--- config.mk ---
export PLATFORM = sky130hd
export DESIGN_NAME = led_pattern_sequencer
export DESIGN_NICKNAME = d
export VERILOG_FILES = /design/src/rtl/led_pkg.sv /design/src/rtl/led_btn_debounce.sv /design/src/rtl/led_pattern_sequencer.sv
export SDC_FILE = /design/constraint.sdc
export NUM_CORES = 1
export LEC_CHECK = 0
export CORE_MARGIN = 1
export CORE_UTILIZATION = 60
export DETAILED_ROUTE_END_ITERATION = 8
export PLACE_DENSITY_LB_ADDON = 0.1
export SLEW_MARGIN = 20
export SYNTH_ARGS = -nofsm -noshare
export SYNTH_HDL_FRONTEND = slang
export SYNTH_SLANG_ARGS = --single-unit
--- constraint.sdc ---
create_clock -name clk_in -period 3.09 [get_ports clk_in]
set_input_delay 0.309 -clock clk_in [delete_from_list [all_inputs] [get_ports clk_in]]
set_output_delay 0.309 -clock clk_in [all_outputs]
set_load 0.02 [all_outputs]
--- src/rtl/led_pkg.sv ---
`default_nettype none
// ============================================================================
// Package  : led_pkg
// Brief    : Mode encodings, initial patterns and shared widths for the LED
//            pattern sequencer.
// Revision : 1.0 - initial release
// ============================================================================
package led_pkg;

    localparam int SPEED_W = 2;

    localparam logic [1:0] MODE_BLINK  = 2'd0;
    localparam logic [1:0] MODE_CHASE  = 2'd1;
    localparam logic [1:0] MODE_BOUNCE = 2'd2;
    localparam logic [1:0] MODE_BINARY = 2'd3;

    localparam logic [3:0] PAT_INIT_BLINK  = 4'b0000;
    localparam logic [3:0] PAT_INIT_CHASE  = 4'b0001;
    localparam logic [3:0] PAT_INIT_BOUNCE = 4'b0001;
    localparam logic [3:0] PAT_INIT_BINARY = 4'b0000;

    localparam logic DIR_UP   = 1'b0;
    localparam logic DIR_DOWN = 1'b1;

    function automatic logic [3:0] init_pat(input logic [1:0] mode);
        logic [3:0] pat;
        case (mode)
            MODE_BLINK:  pat = PAT_INIT_BLINK;
            MODE_CHASE:  pat = PAT_INIT_CHASE;
            MODE_BOUNCE: pat = PAT_INIT_BOUNCE;
            default:     pat = PAT_INIT_BINARY;
        endcase
        return pat;
    endfunction

endpackage : led_pkg
`default_nettype wire

--- src/rtl/led_btn_debounce.sv ---
`default_nettype none
// ============================================================================
// Module   : led_btn_debounce
// Brief    : Two-flop synchronizer, stability counter and single-cycle press
//            pulse on the accepted rising edge of a raw push-button.
// Revision : 1.0 - initial release
// ============================================================================
module led_btn_debounce #(
    parameter int DEBOUNCE_CYCLES = 1000000
) (
    input  logic clk,
    input  logic rst,
    input  logic i_btn,
    output logic o_press
);

    localparam int              CNT_W     = $clog2(DEBOUNCE_CYCLES);
    localparam logic [CNT_W-1:0] C_CNT_MAX = CNT_W'(DEBOUNCE_CYCLES - 1);
    localparam logic [CNT_W-1:0] C_CNT_ONE = CNT_W'(1);

    logic             r_sync_a;
    logic             r_sync_b;
    logic             r_stable;
    logic [CNT_W-1:0] r_cnt;
    logic             r_press;

    always_ff @(posedge clk) begin
        if (rst) begin
            r_sync_a <= 1'b0;
            r_sync_b <= 1'b0;
            r_stable <= 1'b0;
            r_cnt    <= '0;
            r_press  <= 1'b0;
        end else begin
            r_sync_a <= i_btn;
            r_sync_b <= r_sync_a;
            r_press  <= 1'b0;
            if (r_sync_b != r_stable) begin
                if (r_cnt == C_CNT_MAX) begin
                    r_stable <= r_sync_b;
                    r_cnt    <= '0;
                    // Only an accepted release-to-press transition pulses.
                    r_press  <= r_sync_b;
                end else begin
                    r_cnt <= r_cnt + C_CNT_ONE;
                end
            end else begin
                r_cnt <= '0;
            end
        end
    end

    assign o_press = r_press;

endmodule : led_btn_debounce
`default_nettype wire

--- src/rtl/led_pattern_sequencer.sv ---
`default_nettype none
// ============================================================================
// Module   : led_pattern_sequencer
// Brief    : Four-LED pattern generator (blink, chase, bounce, binary) with
//            button-selected mode and step speed.
// Revision : 1.0 - initial release
// ============================================================================
module led_pattern_sequencer
    import led_pkg::*;
#(
    parameter int TICK_DIV        = 10000000,
    parameter int DEBOUNCE_CYCLES = 1000000
) (
    input  logic       clk_in,
    input  logic       rst_in,
    input  logic       btn_mode,
    input  logic       btn_speed,
    output logic       led_1,
    output logic       led_2,
    output logic       led_3,
    output logic       led_4,
    output logic [1:0] mode_out
);

    localparam int                 PRE_W       = $clog2(TICK_DIV);
    localparam logic [PRE_W-1:0]   C_PRE_ONE   = PRE_W'(1);
    localparam logic [SPEED_W-1:0] C_SPEED_ONE = SPEED_W'(1);

    logic               w_press_mode;
    logic               w_press_speed;
    logic               w_any_press;
    logic [PRE_W-1:0]   w_last;
    logic               w_tick;
    logic [1:0]         w_mode_inc;
    logic [3:0]         w_next_pat;
    logic               w_next_dir;

    logic [PRE_W-1:0]   r_presc;
    logic [SPEED_W-1:0] r_speed;
    logic [1:0]         r_mode;
    logic [3:0]         r_pat;
    logic               r_dir;

    led_btn_debounce #(
        .DEBOUNCE_CYCLES (DEBOUNCE_CYCLES)
    ) u_dbc_mode (
        .clk     (clk_in),
        .rst     (rst_in),
        .i_btn   (btn_mode),
        .o_press (w_press_mode)
    );

    led_btn_debounce #(
        .DEBOUNCE_CYCLES (DEBOUNCE_CYCLES)
    ) u_dbc_speed (
        .clk     (clk_in),
        .rst     (rst_in),
        .i_btn   (btn_speed),
        .o_press (w_press_speed)
    );

    // Each speed step halves the step period.
    assign w_last      = PRE_W'((TICK_DIV >> r_speed) - 1);
    assign w_any_press = w_press_mode | w_press_speed;
    assign w_tick      = (r_presc == w_last) & ~w_any_press;
    assign w_mode_inc  = r_mode + 2'd1;

    always_comb begin
        w_next_pat = r_pat;
        w_next_dir = r_dir;
        case (r_mode)
            MODE_BLINK: w_next_pat = ~r_pat;
            MODE_CHASE: w_next_pat = {r_pat[2:0], r_pat[3]};
            MODE_BOUNCE: begin
                // Turn around at the ends so no end position is shown twice.
                if (r_dir == DIR_UP) begin
                    if (r_pat == 4'b1000) begin
                        w_next_dir = DIR_DOWN;
                        w_next_pat = 4'b0100;
                    end else begin
                        w_next_pat = r_pat << 1;
                    end
                end else begin
                    if (r_pat == 4'b0001) begin
                        w_next_dir = DIR_UP;
                        w_next_pat = 4'b0010;
                    end else begin
                        w_next_pat = r_pat >> 1;
                    end
                end
            end
            default: w_next_pat = r_pat + 4'd1;
        endcase
    end

    always_ff @(posedge clk_in) begin
        if (rst_in) begin
            r_presc <= '0;
            r_speed <= '0;
            r_mode  <= MODE_BLINK;
            r_pat   <= PAT_INIT_BLINK;
            r_dir   <= DIR_UP;
        end else if (w_any_press) begin
            r_presc <= '0;
            if (w_press_mode) begin
                r_mode <= w_mode_inc;
                r_pat  <= init_pat(w_mode_inc);
                r_dir  <= DIR_UP;
            end
            if (w_press_speed) begin
                r_speed <= r_speed + C_SPEED_ONE;
            end
        end else if (w_tick) begin
            r_presc <= '0;
            r_pat   <= w_next_pat;
            r_dir   <= w_next_dir;
        end else begin
            r_presc <= r_presc + C_PRE_ONE;
        end
    end

    assign led_1    = r_pat[0];
    assign led_2    = r_pat[1];
    assign led_3    = r_pat[2];
    assign led_4    = r_pat[3];
    assign mode_out = r_mode;

endmodule : led_pattern_sequencer
`default_nettype wire

==> summary.md <==
| Metric | Value |
|---|---|
| Status | `finished clean` |
| Largest net degree at the start of global routing | `25` |
| Die height | `82.83 um` |
| Hold Buf Count CTS | `0` |
| CP Capture Type | `flip-flop` |
| Clock Skew | `0.008056 ns` |
| Via/cell ratio | `5.548` |
| TNS Setup | `0 ns` |
| CP Cell Sequence | `inv_1 -> ha_1 -> or4bb_1 -> nor3b_1 -> o2111ai_1 -> o21ai_2 -> buf_4 -> a21oi_1` |
| Max Buffers Root-to-Sink | `2` |
| Period utilisation layout | `80.73%` |
| Gpl congestion | `0.8128` |
| Die Footprint | `0.006861 mm2` |
| Post-synthesis mux area share | `2.298%` |
| Count leader, synth | `nor2_1` |
| Synth Net Count | `468` |
| RSZ-0062 raised after global routing | `no` |
| Design area | `0.004242 mm2` |
| Met2 global-route usage | `34.72%` |
| Rel. slew slack | `50.21%` |
| Power Dens Cells | `434.9 mW/mm2` |
| Crit Path Class | `flip-flop to flip-flop` |
| Final HPWL DP | `4794 um` |
| Met1 Usage GRT | `26.92%` |
| Largest family of logic cells by synthesized area | `simple AND/OR/NAND/NOR gates` |
| Root buf cell | `clkbuf_8` |
| Post-route ant nets | `0` |
| Most Used Layer, Global Route | `met2` |
| VDD IR max | `0.4448 mV` |
| # Post-CTS Setup Buffers | `0` |
| Arrival @ worst endpoint | `2.73 ns` |
| Core Area | `0.006314 mm2` |
| Ant diodes | `0` |
| H-tree Lvls | `3` |
| Global-route met3 utilization | `6.461%` |
| Fin nets | `476` |
| Yosys top cell by area | `dfxtp_1` |
| Clock buffer count from CTS | `9` |
| Adder-cell share of the synthesized area | `4.788%` |
| Worst-path clk slew | `0.08 ns` |
| GRT Total Usage | `21.71%` |
| Vias | `2985` |
| Cells on worst reg2reg path | `8` |
| Area contributors post-synth | `dfxtp_1 41%, xor2_1 8.7%, nor2_1 8.6%` |
| Simple-gate area share of the yosys netlist | `29.24%` |
| Row count | `29` |
| Ys Warns | `0` |
| Sequential area share after synthesis | `41.37%` |
| Critical path required time | `3.32 ns` |
| Share of Yosys cell area claimed by the top area cell type | `41.37%` |
| Number of synthesized flops with an enable pin | `0` |
| Final hold vios | `0` |
| Final WL | `6885 um` |
| Final Core Density | `67.18%` |
| Clk sink count | `81` |
| Setup Viol. Count Final | `0` |
| Synthesis-to-layout area growth | `8.203%` |
| Least-Margin Pin Slew | `0.7412 ns` |
| Mapped Cells | `449` |
| WHS | `0.4385 ns` |
| Clock Latency Late Sink | `0.35 ns` |
| Die Span X | `82.83 um` |
| Top cells by count, synth | `90 x nor2_1, 81 x dfxtp_1, 39 x xor2_1, 29 x nand2_1, 27 x nand3_1` |
| CTS tree | `built` |
| DR pass1 iterations | `4` |
| Post-synth ARST share | `0%` |
| Post-CTS sizing | `0` |
| Avg Cell Area, Syn | `8.731 um2` |
| Io pins | `10` |
| Starting Density | `62.09%` |
| Compound-gate portion of the synthesized area | `4.756%` |
| Startpoint Class | `flip-flop` |
| Tmin final | `2.495 ns` |
| Min-Delay Path Class | `flip-flop to flip-flop` |
| #FFs+latches synth | `81` |
| Initial antenna violation count | `0` |
| XOR/XNOR share of the synthesized area | `14.52%` |
| CP max stage delay | `0.50 ns` |
| Drt drc | `0` |
| Max-Cap Viols | `0` |
| Slowest-stage cell, CP | `or4bb_1` |
| Vias in the first global route | `2752` |
| Mapped Area | `0.003920 mm2` |
| Global route overflow | `0` |
| Global-route wire length before repair | `12140 um` |
| Violation count after the first detailed-routing iteration | `168` |
| Max Clk Rate | `400.9 MHz` |
| Peak fanout along the critical path | `24` |
| Cells on Worst Hold Path | `1` |
| Main synth FF type | `dfxtp_1` |
| Yosys cell types | `50` |
| Drt wl/cell | `12.80 um` |
| Leakage | `0.001512 uW` |
| Buffers on Ports | `9` |
| Max Slew Vio Count | `0` |
| Filler cells | `527` |
| Share of layout cells above drive strength 1 | `4.338%` |
| Placed Area | `0.004048 mm2` |
==> worst max-delay path: cells and delay by family, from the launching register on <==
family / cells / cell delay (ns)
AND/OR/NAND/NOR: 2 / 0.77
flip-flops: 1 / 0.45
AO/OA/AOI/OAI: 3 / 0.45
buffers and inverters: 2 / 0.38
adder cells (fa/ha/maj): 1 / 0.31
==> logic make-up after synthesis <==
kind of cell	after synthesis
AOI/OAI and AO/OA	27
muxes	9
and+or+nand+nor	226
adders and majority gates	15
DFF	81
xor gates and xnor gates	65
buffers and inverters	26
==> where the power goes <==
group | total, uW | switching [uW] | internal, uW
clock | 759 | 370 | 389
combinational | 31.5 | 19.2 | 12.3
sequential | 1050 | 4.43 | 1050
total | 1840 | 394 | 1450
==> state kept, by name, summed over array words and instances (netlist names) <==
register	cells
u_dbc_mode.r_sync_b	1
u_dbc_mode.r_cnt	20
u_dbc_speed.r_cnt	20
r_speed	2
r_pat	4
u_dbc_speed.o_press	1
u_dbc_mode.r_sync_a	1
u_dbc_mode.r_stable	1
r_presc	24
u_dbc_speed.r_stable	1
r_dir	1
u_dbc_mode.o_press	1
u_dbc_speed.r_sync_a	1
mode_out	2
u_dbc_speed.r_sync_b	1
==> per-stage QoR <==
step	total power, uW	worst slack (ns)	instances
floorplan	1103	0.8366	449
global placement	1110	0.7463	523
detailed placement	1110	0.5976	523
CTS	1870	0.5772	538
global route	1909	0.3487	538
finish	1845	0.5954	538
==> worst paths after layout <==
path,start,to,slack (ns)
setup reg to reg,r_speed[1],r_presc[23],0.60
hold / removal,u_dbc_mode.r_sync_a,u_dbc_mode.r_sync_b,0.44
setup / recovery,r_speed[1],r_presc[23],0.60
hold reg to reg,u_dbc_mode.r_sync_a,u_dbc_mode.r_sync_b,0.44
==> cell usage in the layout, fill, tap and decap left out, types with 2 or more instances in the layout <==
master / instances
clkdlybuf4s50_1: 9
and3_1: 8
o21bai_1: 3
a31oi_1: 2
nor2_1: 90
or4bb_1: 3
a21oi_1: 5
xnor2_1: 26
nand2b_1: 3
nand4_1: 18
o21ai_0: 6
buf_4: 2
and4_1: 9
nand2_1: 29
or3_1: 4
clkinv_2: 2
nand3_1: 27
clkbuf_8: 10
xor2_1: 39
inv_1: 11
dfxtp_1: 81
nor4_1: 4
nor3_1: 9
nor2b_1: 9
mux2i_1: 9
ha_1: 15
and2_1: 2
nor3b_1: 2
==> cell type report <==
class                           instances  area (um2)  share of cell area [%]
Sequential cell                        81        1622                   38.23
Timing Repair Buffer                   11       105.1                   2.478
Clock buffer                           10       137.6                   3.245
Tap cell                               77       96.34                   2.271
Multi-Input combinational cell        342        2180                   51.39
Clock inverter                          5       56.30                   1.327
Inverter                               12       45.04                   1.062
==> layer usage <==
metal  routed length [um]  vias up  share of wire (%)
met5                    0        -                  0
met4                  137        0                2.0
met3                  292       10                4.2
met2                 3138       51                 46
met1                 3318     1381                 48
li1                     -     1543                  -
Note: power is estimated with default switching activity, not from simulation.
